**config.mk**
```make
export PLATFORM = sky130hd
export DESIGN_NAME = axi_op_master
export DESIGN_NICKNAME = d
export VERILOG_FILES = /design/src/rtl/axi_op_pkg.sv /design/src/rtl/axi_op_timer.sv /design/src/rtl/axi_op_master.sv
export SDC_FILE = /design/constraint.sdc
export NUM_CORES = 1
export LEC_CHECK = 0
export ABC_AREA = 1
export CORE_UTILIZATION = 46
export CTS_CLUSTER_SIZE = 30
export DETAILED_ROUTE_END_ITERATION = 8
export GPL_ROUTABILITY_DRIVEN = 0
export PLACE_DENSITY = 0.85
export SYNTH_ARGS = -nofsm -noshare
export SYNTH_HDL_FRONTEND = slang
export SYNTH_SLANG_ARGS = --single-unit
```
**constraint.sdc**
```tcl
create_clock -name PCLK -period 11.7 [get_ports PCLK]
set_input_delay 2.925 -clock PCLK [delete_from_list [all_inputs] [get_ports PCLK]]
set_output_delay 2.925 -clock PCLK [all_outputs]
set_load 0.05 [all_outputs]
```
**src/rtl/axi_op_pkg.sv**
```systemverilog
// Shared types and response codes for the AXI-lite operand/result initiator.
package axi_op_pkg;

    typedef enum logic [2:0] {
        StIdle,
        StWrAddrData,
        StWrResp,
        StRdAddr,
        StRdData,
        StDone
    } state_e;

    localparam logic [1:0] RespOkay    = 2'b00;
    localparam logic [1:0] RespExokay  = 2'b01;
    localparam logic [1:0] RespSlverr  = 2'b10;
    localparam logic [1:0] RespDecerr  = 2'b11;
    localparam logic [1:0] RespTimeout = 2'b11;

endpackage

```
**src/rtl/axi_op_timer.sv**
```systemverilog
// Wait-state watchdog: counts enabled cycles since the last clear and flags
// the TIMEOUT-th one.
module axi_op_timer #(
    parameter int unsigned TIMEOUT = 255
) (
    input  logic PCLK,
    input  logic PRESET,
    input  logic clear,
    input  logic enable,
    output logic expired
);

    localparam logic [15:0] Limit = 16'(TIMEOUT - 1);

    logic [15:0] cnt_q;

    always_ff @(posedge PCLK or posedge PRESET) begin
        if (PRESET) begin
            cnt_q <= '0;
        end else if (clear) begin
            cnt_q <= '0;
        end else if (enable) begin
            cnt_q <= cnt_q + 16'd1;
        end
    end

    // Must not depend on clear: clear is derived from the FSM's next state.
    assign expired = enable && (cnt_q == Limit);

endmodule

```
**src/rtl/axi_op_master.sv**
```systemverilog
// Single-outstanding AXI-lite initiator: one result write or one operand-pair
// read per command, with a watchdog so a stalled slave cannot hang the caller.
module axi_op_master
    import axi_op_pkg::*;
#(
    parameter int unsigned ADDR_W  = 32,
    parameter int unsigned DATA_W  = 32,
    parameter int unsigned OP_W    = 16,
    parameter int unsigned TIMEOUT = 255
) (
    input  logic              PCLK,
    input  logic              PRESET,
    input  logic              cmd_valid,
    output logic              cmd_ready,
    input  logic              cmd_write,
    input  logic [ADDR_W-1:0] cmd_addr1,
    input  logic [ADDR_W-1:0] cmd_addr2,
    input  logic [DATA_W-1:0] cmd_wdata,
    output logic              rsp_valid,
    output logic [1:0]        rsp_resp,
    output logic              rsp_timeout,
    output logic              rsp_err,
    output logic [OP_W-1:0]   rsp_rdata1,
    output logic [OP_W-1:0]   rsp_rdata2,
    output logic              M_awvalid,
    output logic              M_wvalid,
    output logic              M_bready,
    output logic              M_arvalid,
    output logic              M_rready,
    output logic [ADDR_W-1:0] M_waddr,
    output logic [ADDR_W-1:0] M_Raddr1,
    output logic [ADDR_W-1:0] M_Raddr2,
    output logic [DATA_W-1:0] M_wdata,
    input  logic              S_awready,
    input  logic              S_wready,
    input  logic              S_bvalid,
    input  logic              S_arready,
    input  logic              S_rvalid,
    input  logic [1:0]        S_bresp,
    input  logic [1:0]        S_rresp,
    input  logic [OP_W-1:0]   S_rdata1,
    input  logic [OP_W-1:0]   S_rdata2
);

    state_e            state_q, state_d;
    logic              aw_done_q, aw_done_d, w_done_q, w_done_d;
    logic [ADDR_W-1:0] waddr_q, waddr_d, raddr1_q, raddr1_d, raddr2_q, raddr2_d;
    logic [DATA_W-1:0] wdata_q, wdata_d;
    logic [1:0]        resp_q, resp_d;
    logic              tmo_q, tmo_d;
    logic [OP_W-1:0]   rdata1_q, rdata1_d, rdata2_q, rdata2_d;
    logic              timer_clear, timer_enable, expired;

    assign timer_enable = (state_q != StIdle) && (state_q != StDone);
    assign timer_clear  = (state_d != state_q);

    axi_op_timer #(
        .TIMEOUT (TIMEOUT)
    ) u_timer (
        .PCLK    (PCLK),
        .PRESET  (PRESET),
        .clear   (timer_clear),
        .enable  (timer_enable),
        .expired (expired)
    );

    always_comb begin
        state_d   = state_q;
        aw_done_d = aw_done_q;
        w_done_d  = w_done_q;
        waddr_d   = waddr_q;
        raddr1_d  = raddr1_q;
        raddr2_d  = raddr2_q;
        wdata_d   = wdata_q;
        resp_d    = resp_q;
        tmo_d     = tmo_q;
        rdata1_d  = rdata1_q;
        rdata2_d  = rdata2_q;
        unique case (state_q)
            StIdle: begin
                if (cmd_valid) begin
                    aw_done_d = 1'b0;
                    w_done_d  = 1'b0;
                    if (cmd_write) begin
                        waddr_d = cmd_addr1;
                        wdata_d = cmd_wdata;
                        state_d = StWrAddrData;
                    end else begin
                        raddr1_d = cmd_addr1;
                        raddr2_d = cmd_addr2;
                        state_d  = StRdAddr;
                    end
                end
            end
            StWrAddrData: begin
                aw_done_d = aw_done_q | S_awready;
                w_done_d  = w_done_q | S_wready;
                if (aw_done_d && w_done_d) begin
                    state_d = StWrResp;
                end else if (expired) begin
                    state_d = StDone;
                    resp_d  = RespTimeout;
                    tmo_d   = 1'b1;
                end
            end
            StWrResp: begin
                if (S_bvalid) begin
                    state_d = StDone;
                    resp_d  = S_bresp;
                    tmo_d   = 1'b0;
                end else if (expired) begin
                    state_d = StDone;
                    resp_d  = RespTimeout;
                    tmo_d   = 1'b1;
                end
            end
            StRdAddr: begin
                if (S_arready) begin
                    state_d = StRdData;
                end else if (expired) begin
                    state_d = StDone;
                    resp_d  = RespTimeout;
                    tmo_d   = 1'b1;
                end
            end
            StRdData: begin
                if (S_rvalid) begin
                    state_d  = StDone;
                    resp_d   = S_rresp;
                    tmo_d    = 1'b0;
                    rdata1_d = S_rdata1;
                    rdata2_d = S_rdata2;
                end else if (expired) begin
                    state_d = StDone;
                    resp_d  = RespTimeout;
                    tmo_d   = 1'b1;
                end
            end
            StDone:  state_d = StIdle;
            default: state_d = StIdle;
        endcase
    end

    always_ff @(posedge PCLK or posedge PRESET) begin
        if (PRESET) begin
            state_q   <= StIdle;
            aw_done_q <= 1'b0;
            w_done_q  <= 1'b0;
            waddr_q   <= '0;
            raddr1_q  <= '0;
            raddr2_q  <= '0;
            wdata_q   <= '0;
            resp_q    <= '0;
            tmo_q     <= 1'b0;
            rdata1_q  <= '0;
            rdata2_q  <= '0;
        end else begin
            state_q   <= state_d;
            aw_done_q <= aw_done_d;
            w_done_q  <= w_done_d;
            waddr_q   <= waddr_d;
            raddr1_q  <= raddr1_d;
            raddr2_q  <= raddr2_d;
            wdata_q   <= wdata_d;
            resp_q    <= resp_d;
            tmo_q     <= tmo_d;
            rdata1_q  <= rdata1_d;
            rdata2_q  <= rdata2_d;
        end
    end

    // Valids/readies decode registered state only, so they never follow a ready combinationally.
    assign M_awvalid   = (state_q == StWrAddrData) && !aw_done_q;
    assign M_wvalid    = (state_q == StWrAddrData) && !w_done_q;
    assign M_bready    = (state_q == StWrResp);
    assign M_arvalid   = (state_q == StRdAddr);
    assign M_rready    = (state_q == StRdData);
    assign M_waddr     = waddr_q;
    assign M_wdata     = wdata_q;
    assign M_Raddr1    = raddr1_q;
    assign M_Raddr2    = raddr2_q;
    assign cmd_ready   = (state_q == StIdle);
    assign rsp_valid   = (state_q == StDone);
    assign rsp_resp    = resp_q;
    assign rsp_timeout = tmo_q;
    assign rsp_err     = resp_q[1] | tmo_q;
    assign rsp_rdata1  = rdata1_q;
    assign rsp_rdata2  = rdata2_q;

endmodule

```
==> results.json, run 1 <==
{
  "place_hpwl_um": 13500,
  "num_vias": 5583,
  "critPathRequiredTime_ps": 8780,
  "synth_top_family_by_area": "multiplexers",
  "clockBufferDepth": 2,
  "dp_cells": 1119,
  "root_buffer": "clkbuf_16",
  "synth.yosys.seq_area_share_pct": 61.38,
  "grt_pass1_wl_um": 29350,
  "synth_edf_count": 0,
  "hold_viol": 0,
  "grt_max_degree": 102,
  "die_w_um": 129.7,
  "portBuffers": 311,
  "async_reset_ff_share_pct": 100.0,
  "grt.busiest_layer": "met2",
  "use_met3_pct": 6.888,
  "yosysUniqueCellTypes": 33,
  "max_freq_mhz": 191.6,
  "finalWorstSetupSlack_ps": 6480,
  "slew_headroom_pct": 30.88,
  "yosys.area_share.simple_pct": 12.86,
  "grt-ovfl-total": 0,
  "finalSetupTns_ps": 0,
  "grt_pass1_vias": 5855,
  "hold_class": "reg -> reg",
  "drt_wl_total_um": 18970,
  "start_kind": "register",
  "clock_sinks": 184,
  "hp-start": "rsp_rdata1[9]$_DFFE_PP0P_",
  "drive_gt1_share_pct": 20.02,
  "nets": 1065,
  "cp_max_fo": 4,
  "cellLeakagePower_nw": 4.971,
  "min_period_ps": 5220,
  "fin_hold_ws_ps": 474.7,
  "synth_mux_area_share_pct": 19.22,
  "power_density_nw_per_um2": 340.5,
  "postCtsSetupBuffers": 0,
  "syn-cell-area_um2": 7501,
  "ios": 312,
  "core_um2": 15890,
  "crit_end": "M_awvalid",
  "peakVddDrop_mv": 0.1997,
  "rows": 46,
  "r2r_start": "state_q[0]$_DFF_PP0_",
  "fin_crit_sh_pct": 44.61,
  "die_h_um": 129.7,
  "tritoncts": "built",
  "gr-usage-all-layers_pct": 22.77,
  "numCtsBuffers": 17,
  "setup_viol": 0,
  "clock_latency_ps": 420,
  "ant_nets": 0,
  "end_kind": "output pin",
  "yosys_most_used_dff": "dfrtp_1",
  "rsz0062_at_grt": "no",
  "synth_compound_area_share_pct": 0.8841,
  "cts_resized": 0,
  "reg2reg_depth": 8,
  "areaGrowthSynthToFinish_pct": 51.41,
  "n_antenna_cell": 0,
  "dieArea_um2": 16820,
  "gr-usage-met2_pct": 38.00,
  "drt_iter0_drc": 235,
  "htreeDepth": 4,
  "fin_skew_ps": 6.593,
  "vias_per_cell": 4.855,
  "arrival_ps": 2290,
  "final_cell_count_no_fill": 1150,
  "routedWlPerCell_um": 16.49,
  "syn_nets": 753,
  "drtPass1Iterations": 4,
  "clk_pin_slew_ps": 70,
  "drv_slew": 0,
  "rrSetupSlack_ps": 9090,
  "netlist_instances": 610,
  "start_util_pct": 47.22,
  "maxCapViolCount": 0,
  "outcome": "complete, no violations",
  "crit_type": "reg -> out",
  "hold_buffers": 0,
  "synth_xor_area_share_pct": 1.751,
  "drc_errors": 0,
  "worstReg2RegEnd": "rsp_rdata1[7]$_DFFE_PP0P_",
  "fillCellCount": 1130,
  "yosysWarnings": 0,
  "antenna_found_initial": 0,
  "cp-startpoint": "state_q[1]$_DFF_PP0_",
  "avgSynthCellArea_um2": 12.30,
  "use_met1_pct": 26.20,
  "dp_slack_ps": 6441,
  "synth-adder-area-share_pct": 0.3336,
  "ys_ff_latch": 184,
  "tightest_slew_ps": 1037
}
per-layer routing:
layer	part of all wire, %	vias up
met3	7.3	55
met5	0	-
met2	49	231
met1	39	2680
met4	4.6	0
li1	-	2617
per-stage QoR:
step	instance area (um2)	util (%)	total power [mW]
2_1_floorplan	7501	-	2.547
3_3_place_gp	10760	67.72	3.262
3_5_place_dp	10760	67.72	3.302
4_1_cts	11360	71.50	3.896
5_1_grt	11360	71.50	4.032
6_report	11360	71.50	3.867
cells in the mapped netlist (2+ instances only):
cell type / instances / area share [%]
buf_2: 2 / 0.13
nor3_1: 6 / 0.40
nor2_1: 35 / 1.8
ha_1: 2 / 0.33
mux2_2: 125 / 19
nand2_1: 144 / 7.2
inv_2: 5 / 0.25
dfrtp_1: 184 / 61
buf_6: 7 / 1.1
nor2_2: 6 / 0.50
clkbuf_1: 6 / 0.30
mux2_1: 3 / 0.45
xnor2_1: 3 / 0.35
a21oi_1: 2 / 0.13
nand2_4: 3 / 0.45
nand3_1: 7 / 0.47
inv_1: 23 / 1.2
o21ai_0: 7 / 0.47
buf_4: 6 / 0.60
nand2_2: 5 / 0.42
nand4_1: 5 / 0.42
xor2_1: 12 / 1.4
nor2_4: 2 / 0.30
state kept, by name (all words and copies together), names as in the netlist:
register / cells
state_q: 3
M_wdata: 32
M_waddr: 32
aw_done_q: 1
M_Raddr2: 32
w_done_q: 1
rsp_timeout: 1
u_timer.cnt_q: 16
rsp_resp: 2
rsp_rdata1: 16
M_Raddr1: 32
rsp_rdata2: 16
critical path, cell delays in order, from the launching register on:
cell and delay [ps]:
dfrtp_1 450, inv_2 100, nand2_1 90, nor2_1 190
inv_1 110, nor2_1 100, clkdlybuf4s50_1 840
worst min path at each step:
stage,end,slack [ps],cells past startpoint
5_1_grt,rsp_rdata2[4]$_DFFE_PP0P_,490,2
3_3_place_gp,rsp_rdata2[2]$_DFFE_PP0P_,450,2
4_1_cts,rsp_rdata1[9]$_DFFE_PP0P_,480,2
6_report,rsp_rdata1[9]$_DFFE_PP0P_,470,2
2_1_floorplan,w_done_q$_DFFE_PP0P_,500,2
3_5_place_dp,rsp_rdata2[2]$_DFFE_PP0P_,460,2
power breakdown:
group	switching [mW]	leakage, nW	internal, mW
clock network	0.241	0.289	0.338
registers	0.154	2.25	0.925
logic	1.44	2.43	0.765
total	1.84	4.97	2.03
cell usage in the layout (no fill, tap or decap), types with 2 or more instances in the layout:
| master | n |
|---|---|
| mux2_1 | 3 |
| a21oi_1 | 2 |
| nand3_1 | 7 |
| nand2_2 | 6 |
| nor2_1 | 35 |
| mux2_2 | 125 |
| clkdlybuf4s50_1 | 311 |
| inv_2 | 5 |
| buf_4 | 3 |
| inv_1 | 22 |
| clkbuf_8 | 4 |
| clkbuf_16 | 17 |
| ha_1 | 2 |
| nand2_4 | 3 |
| nor3_1 | 6 |
| xor2_1 | 12 |
| xnor2_1 | 3 |
| nand2_1 | 143 |
| bufinv_16 | 2 |
| o21ai_0 | 7 |
| nor2_4 | 2 |
| nor2_2 | 6 |
| nand4_1 | 5 |
| dfrtp_1 | 184 |
| clkinv_4 | 2 |
| inv_6 | 3 |
| clkinvlp_4 | 2 |
area by class of cell:
cell class / instances / area [um2] / share of cell area (%)
clock buffer: 22 / 484.2 / 4.264
timing repair buffer: 314 / 3136 / 27.61
inverter: 29 / 116.4 / 1.025
clock inverter: 9 / 115.1 / 1.014
multi-input combinational: 376 / 2631 / 23.17
sequential: 184 / 4604 / 40.54
tap: 216 / 270.3 / 2.380
cells by family after synthesis:
| group | after synthesis |
|---|---|
| AND/OR/NAND/NOR | 219 |
| flip-flops | 184 |
| multiplexers | 128 |
| buffers and inverters | 50 |
| XOR/XNOR | 15 |
| AO/OA/AOI/OAI | 12 |
| adder cells (fa/ha/maj) | 2 |
(Power assumes the default switching activity.)
==> run 2, diff against run 1 <==
- CORE_UTILIZATION: 46 -> 43
- PLACE_DENSITY: 0.85 -> 0.8
- clock period: 11.7 -> 5.4 ns (I/O delays scaled with it)
==> results.json, run 2 (synthesis results as in run 1) <==
{
  "dieArea_um2": 17980,
  "cellLeakagePower_nw": 4.988,
  "drive_gt1_share_pct": 20.21,
  "cts_resized": 0,
  "mostFrequentLayoutCell": "clkdlybuf4s50_1",
  "rsz0062_at_grt": "no",
  "place_hpwl_um": 13500,
  "min_period_ps": 3637,
  "grt-ovfl-total": 0,
  "dp_slack_ps": 1752,
  "p_total_mw": 8.380,
  "postCtsSetupBuffers": 0,
  "grt_pass1_wl_um": 29670,
  "drt_iter0_drc": 185,
  "nets": 1067,
  "clkPwrFrac_pct": 15.3,
  "root_buffer": "clkbuf_16",
  "peakVddDrop_mv": 0.4172,
  "pwr-share-comb_pct": 56.9,
  "fin_skew_ps": 8.434,
  "hold_buffers": 0,
  "slew_headroom_pct": 35.60,
  "htreeDepth": 4,
  "maxCapViolCount": 0,
  "arrival_ps": 2290,
  "start_util_pct": 44.60,
  "fin_util_pct": 67.82,
  "rows": 47,
  "power_density_nw_per_um2": 734.7,
  "outcome": "complete, no violations",
  "ant_nets": 0,
  "critPathRequiredTime_ps": 4050,
  "vias_per_cell": 4.779,
  "gr-usage-all-layers_pct": 21.30,
  "areaGrowthSynthToFinish_pct": 52.06,
  "clk_pin_slew_ps": 70,
  "max_freq_mhz": 274.9,
  "setup_viol": 0,
  "clock_sinks": 184,
  "core_um2": 16820,
  "clockBufferDepth": 2,
  "p_sw_share_pct": 47.38,
  "routedWlPerCell_um": 16.06,
  "grt_pass1_vias": 5708,
  "switchingPower_mw": 3.970,
  "tritoncts": "built",
  "n_antenna_cell": 0,
  "hold_class": "reg -> reg",
  "drt_wl_total_um": 18560,
  "die_w_um": 134.1,
  "drv_slew": 0,
  "finalWorstSetupSlack_ps": 1763,
  "cp_max_fo": 4,
  "ios": 312,
  "end_kind": "output pin",
  "power_report.internal_total_mw": 4.409,
  "layout_common_cells": "clkdlybuf4s50_1 (311), dfrtp_1 (184), nand2_1 (143)",
  "fin_crit_sh_pct": 67.36,
  "numCtsBuffers": 17,
  "crit_type": "reg -> out",
  "grt_max_degree": 107,
  "die_h_um": 134.1,
  "antenna_found_initial": 0,
  "num_vias": 5520,
  "start_kind": "register",
  "finalSetupTns_ps": 0,
  "drtPass1Iterations": 4,
  "portBuffers": 311,
  "pwr-share-seq_pct": 27.8,
  "drc_errors": 0,
  "clock_latency_ps": 420,
  "hold_viol": 0,
  "tightest_slew_ps": 965.0
}
[run 2: cell types whose count changed in the layout (fill, tap and decap cells not counted)]
cell | before | now
buf_12 | 0 | 2
bufinv_16 | 2 | 3
clkbuf_1 | 1 | 0
clkbuf_8 | 4 | 1
clkinv_4 | 2 | 1
clkinvlp_4 | 2 | 3
inv_6 | 3 | 4
inv_8 | 0 | 1
[run 2: routing by layer]
metal  routed length, um  global-route usage, %  up-vias
li1                    -                      -     2634
met1                7515                  25.25     2654
met2                9342                  36.50      203
met3                1293                  6.274       29
met4                 403                  8.115        0
met5                   0                      0        -
[run 2: power groups by stage]
stage | logic, mW | clock network, mW | registers [mW]
2_1_floorplan | 1.06 | 0 | 4.46
3_3_place_gp | 4.76 | 0 | 2.32
3_5_place_dp | 4.80 | 0 | 2.35
4_1_cts | 4.82 | 1.31 | 2.33
5_1_grt | 4.97 | 1.36 | 2.42
6_report | 4.77 | 1.28 | 2.33
[run 2: area by class of cell]
class	count	area, um2
fillers	1296	5413
flip-flops and latches	184	4604
repair buffers	316	3176
multi-input cells	376	2631
clock buffers	18	439.2
well taps	220	275.3
clock inverters	12	165.2
inverters	29	115.1
[run 2: through the flow]
stage          cells  hold slack [ps]  instance area (um2)
4_1_cts         1155            474.1                11410
2_1_floorplan    610            505.0                 7505
3_3_place_gp    1125            455.4                10800
5_1_grt         1155            491.5                11410
3_5_place_dp    1125            457.6                10800
6_report        1155            474.7                11410
[run 2: path summary, 6_finish.rpt]
check	startpoint	endpoint	slack [ps]	depth (start not counted)
min reg2reg	rsp_rdata2[4]$_DFFE_PP0P_	rsp_rdata2[4]$_DFFE_PP0P_	470	2
min	rsp_rdata2[4]$_DFFE_PP0P_	rsp_rdata2[4]$_DFFE_PP0P_	470	2
max	state_q[1]$_DFF_PP0_	M_wvalid	1760	6
max in group asynchronous	PRESET	M_waddr[23]$_DFFE_PP0P_	3460	3
min in group asynchronous	PRESET	M_Raddr2[18]$_DFFE_PP0P_	1440	3
max reg2reg	state_q[0]$_DFF_PP0_	rsp_rdata2[15]$_DFFE_PP0P_	2830	8
[run 2: critical path: stages, from the launching register on]
cell             delay [ps]
dfrtp_1                 440
inv_2                    90
nand2_1                  90
nor2_1                  200
inv_1                   110
nor2_1                  110
clkdlybuf4s50_1         840
==> run 3, diff against run 2 <==
- clock period: 5.4 -> 3.79 ns (I/O delays scaled with it)
==> results.json, run 3 (synthesis results as in run 1) <==
{
  "core_um2": 16820,
  "grt_max_degree": 117,
  "max_freq_mhz": 306.3,
  "drt_wl_total_um": 18640,
  "layout_common_cells": "clkdlybuf4s50_1 (311), dfrtp_1 (184), nand2_1 (143)",
  "fin_hold_ws_ps": 470.7,
  "fin_crit_sh_pct": 86.13,
  "die_h_um": 134.1,
  "clock_latency_ps": 430,
  "maxCapViolCount": 0,
  "rsz0062_at_grt": "no",
  "fin_skew_ps": 13.18,
  "drtPass1Iterations": 4,
  "start_util_pct": 44.60,
  "postCtsSetupBuffers": 0,
  "mostFrequentLayoutCell": "clkdlybuf4s50_1",
  "clockBufferDepth": 2,
  "min_period_ps": 3264,
  "outcome": "complete, no violations",
  "n_antenna_cell": 0,
  "portBuffers": 311,
  "tightest_slew_ps": 991.3,
  "cellLeakagePower_nw": 5.021,
  "drc_errors": 0,
  "areaGrowthSynthToFinish_pct": 52.99,
  "hold_class": "reg -> reg",
  "setup_viol": 0,
  "root_buffer": "clkbuf_16",
  "grt-ovfl-total": 0,
  "rows": 47,
  "grt_pass1_vias": 5718,
  "htreeDepth": 4,
  "slew_headroom_pct": 33.84,
  "start_kind": "register",
  "numCtsBuffers": 17,
  "critPathRequiredTime_ps": 2840,
  "cp_max_fo": 4,
  "die_w_um": 134.1,
  "antenna_found_initial": 0,
  "cts_resized": 0,
  "hold_viol": 0,
  "power_density_nw_per_um2": 1046,
  "peakVddDrop_mv": 0.5177,
  "end_kind": "output pin",
  "grt_pass1_wl_um": 29760,
  "drive_gt1_share_pct": 20.45,
  "arrival_ps": 2320,
  "ant_nets": 0,
  "clk_pin_slew_ps": 70,
  "gr-usage-all-layers_pct": 21.54,
  "num_vias": 5576,
  "routedWlPerCell_um": 16.09,
  "drv_slew": 0,
  "drt_iter0_drc": 388,
  "crit_type": "reg -> out",
  "clock_sinks": 184,
  "vias_per_cell": 4.811,
  "dieArea_um2": 17980,
  "hold_buffers": 0,
  "finalSetupTns_ps": 0,
  "place_hpwl_um": 13570,
  "ios": 312,
  "tritoncts": "built",
  "nets": 1069
}
[run 3: worst paths after layout]
path	start	endpoint	slack, ps	cells past startpoint
min reg2reg	rsp_rdata2[0]$_DFFE_PP0P_	rsp_rdata2[0]$_DFFE_PP0P_	470	2
max	state_q[1]$_DFF_PP0_	M_awvalid	530	6
min	rsp_rdata2[0]$_DFFE_PP0P_	rsp_rdata2[0]$_DFFE_PP0P_	470	2
max reg2reg	state_q[1]$_DFF_PP0_	M_Raddr1[30]$_DFFE_PP0P_	1760	8
min in group asynchronous	PRESET	u_timer.cnt_q[13]$_DFFE_PP0P_	1000	3
max in group asynchronous	PRESET	M_waddr[3]$_DFFE_PP0P_	2220	3
[run 3: cell type report]
class,count,area [um2]
tap,220,275.3
inverter,29,115.1
fill,1293,5343
multi-input combinational,376,2631
sequential,184,4604
clock buffer,19,442.9
clock inverter,13,178.9
timing repair buffer,318,3228
[run 3: critical path: stages (launching register included)]
cell,delay [ps]
dfrtp_1,450
inv_2,90
nand2_1,80
nor2_1,200
inv_1,100
nor2_1,120
clkdlybuf4s50_1,860
[run 3: where the power goes]
group          switching [mW]  internal [mW]
clock                   0.787           1.08
combinational            4.43           2.38
sequential              0.470           2.86
total                    5.69           6.32
[run 3: layer usage]
layer	part of all wire [%]	track usage, %	up-vias
li1	-	-	2642
met1	39	25.46	2676
met2	50	35.92	220
met3	7.5	7.105	38
met4	3.1	9.238	0
met5	0	0	-
[run 3: through the flow]
step,util (%),power [mW],area [um2],cells,setup WS [ps]
after floorplan,-,7.864,7505,610,478.0
after global placement,64.54,10.11,10850,1127,1001
after global routing,68.23,12.54,11480,1159,406.0
after detailed placement,64.54,10.21,10850,1127,963.8
after CTS,68.23,12.12,11480,1159,499.7
final,68.23,12.00,11480,1159,525.6
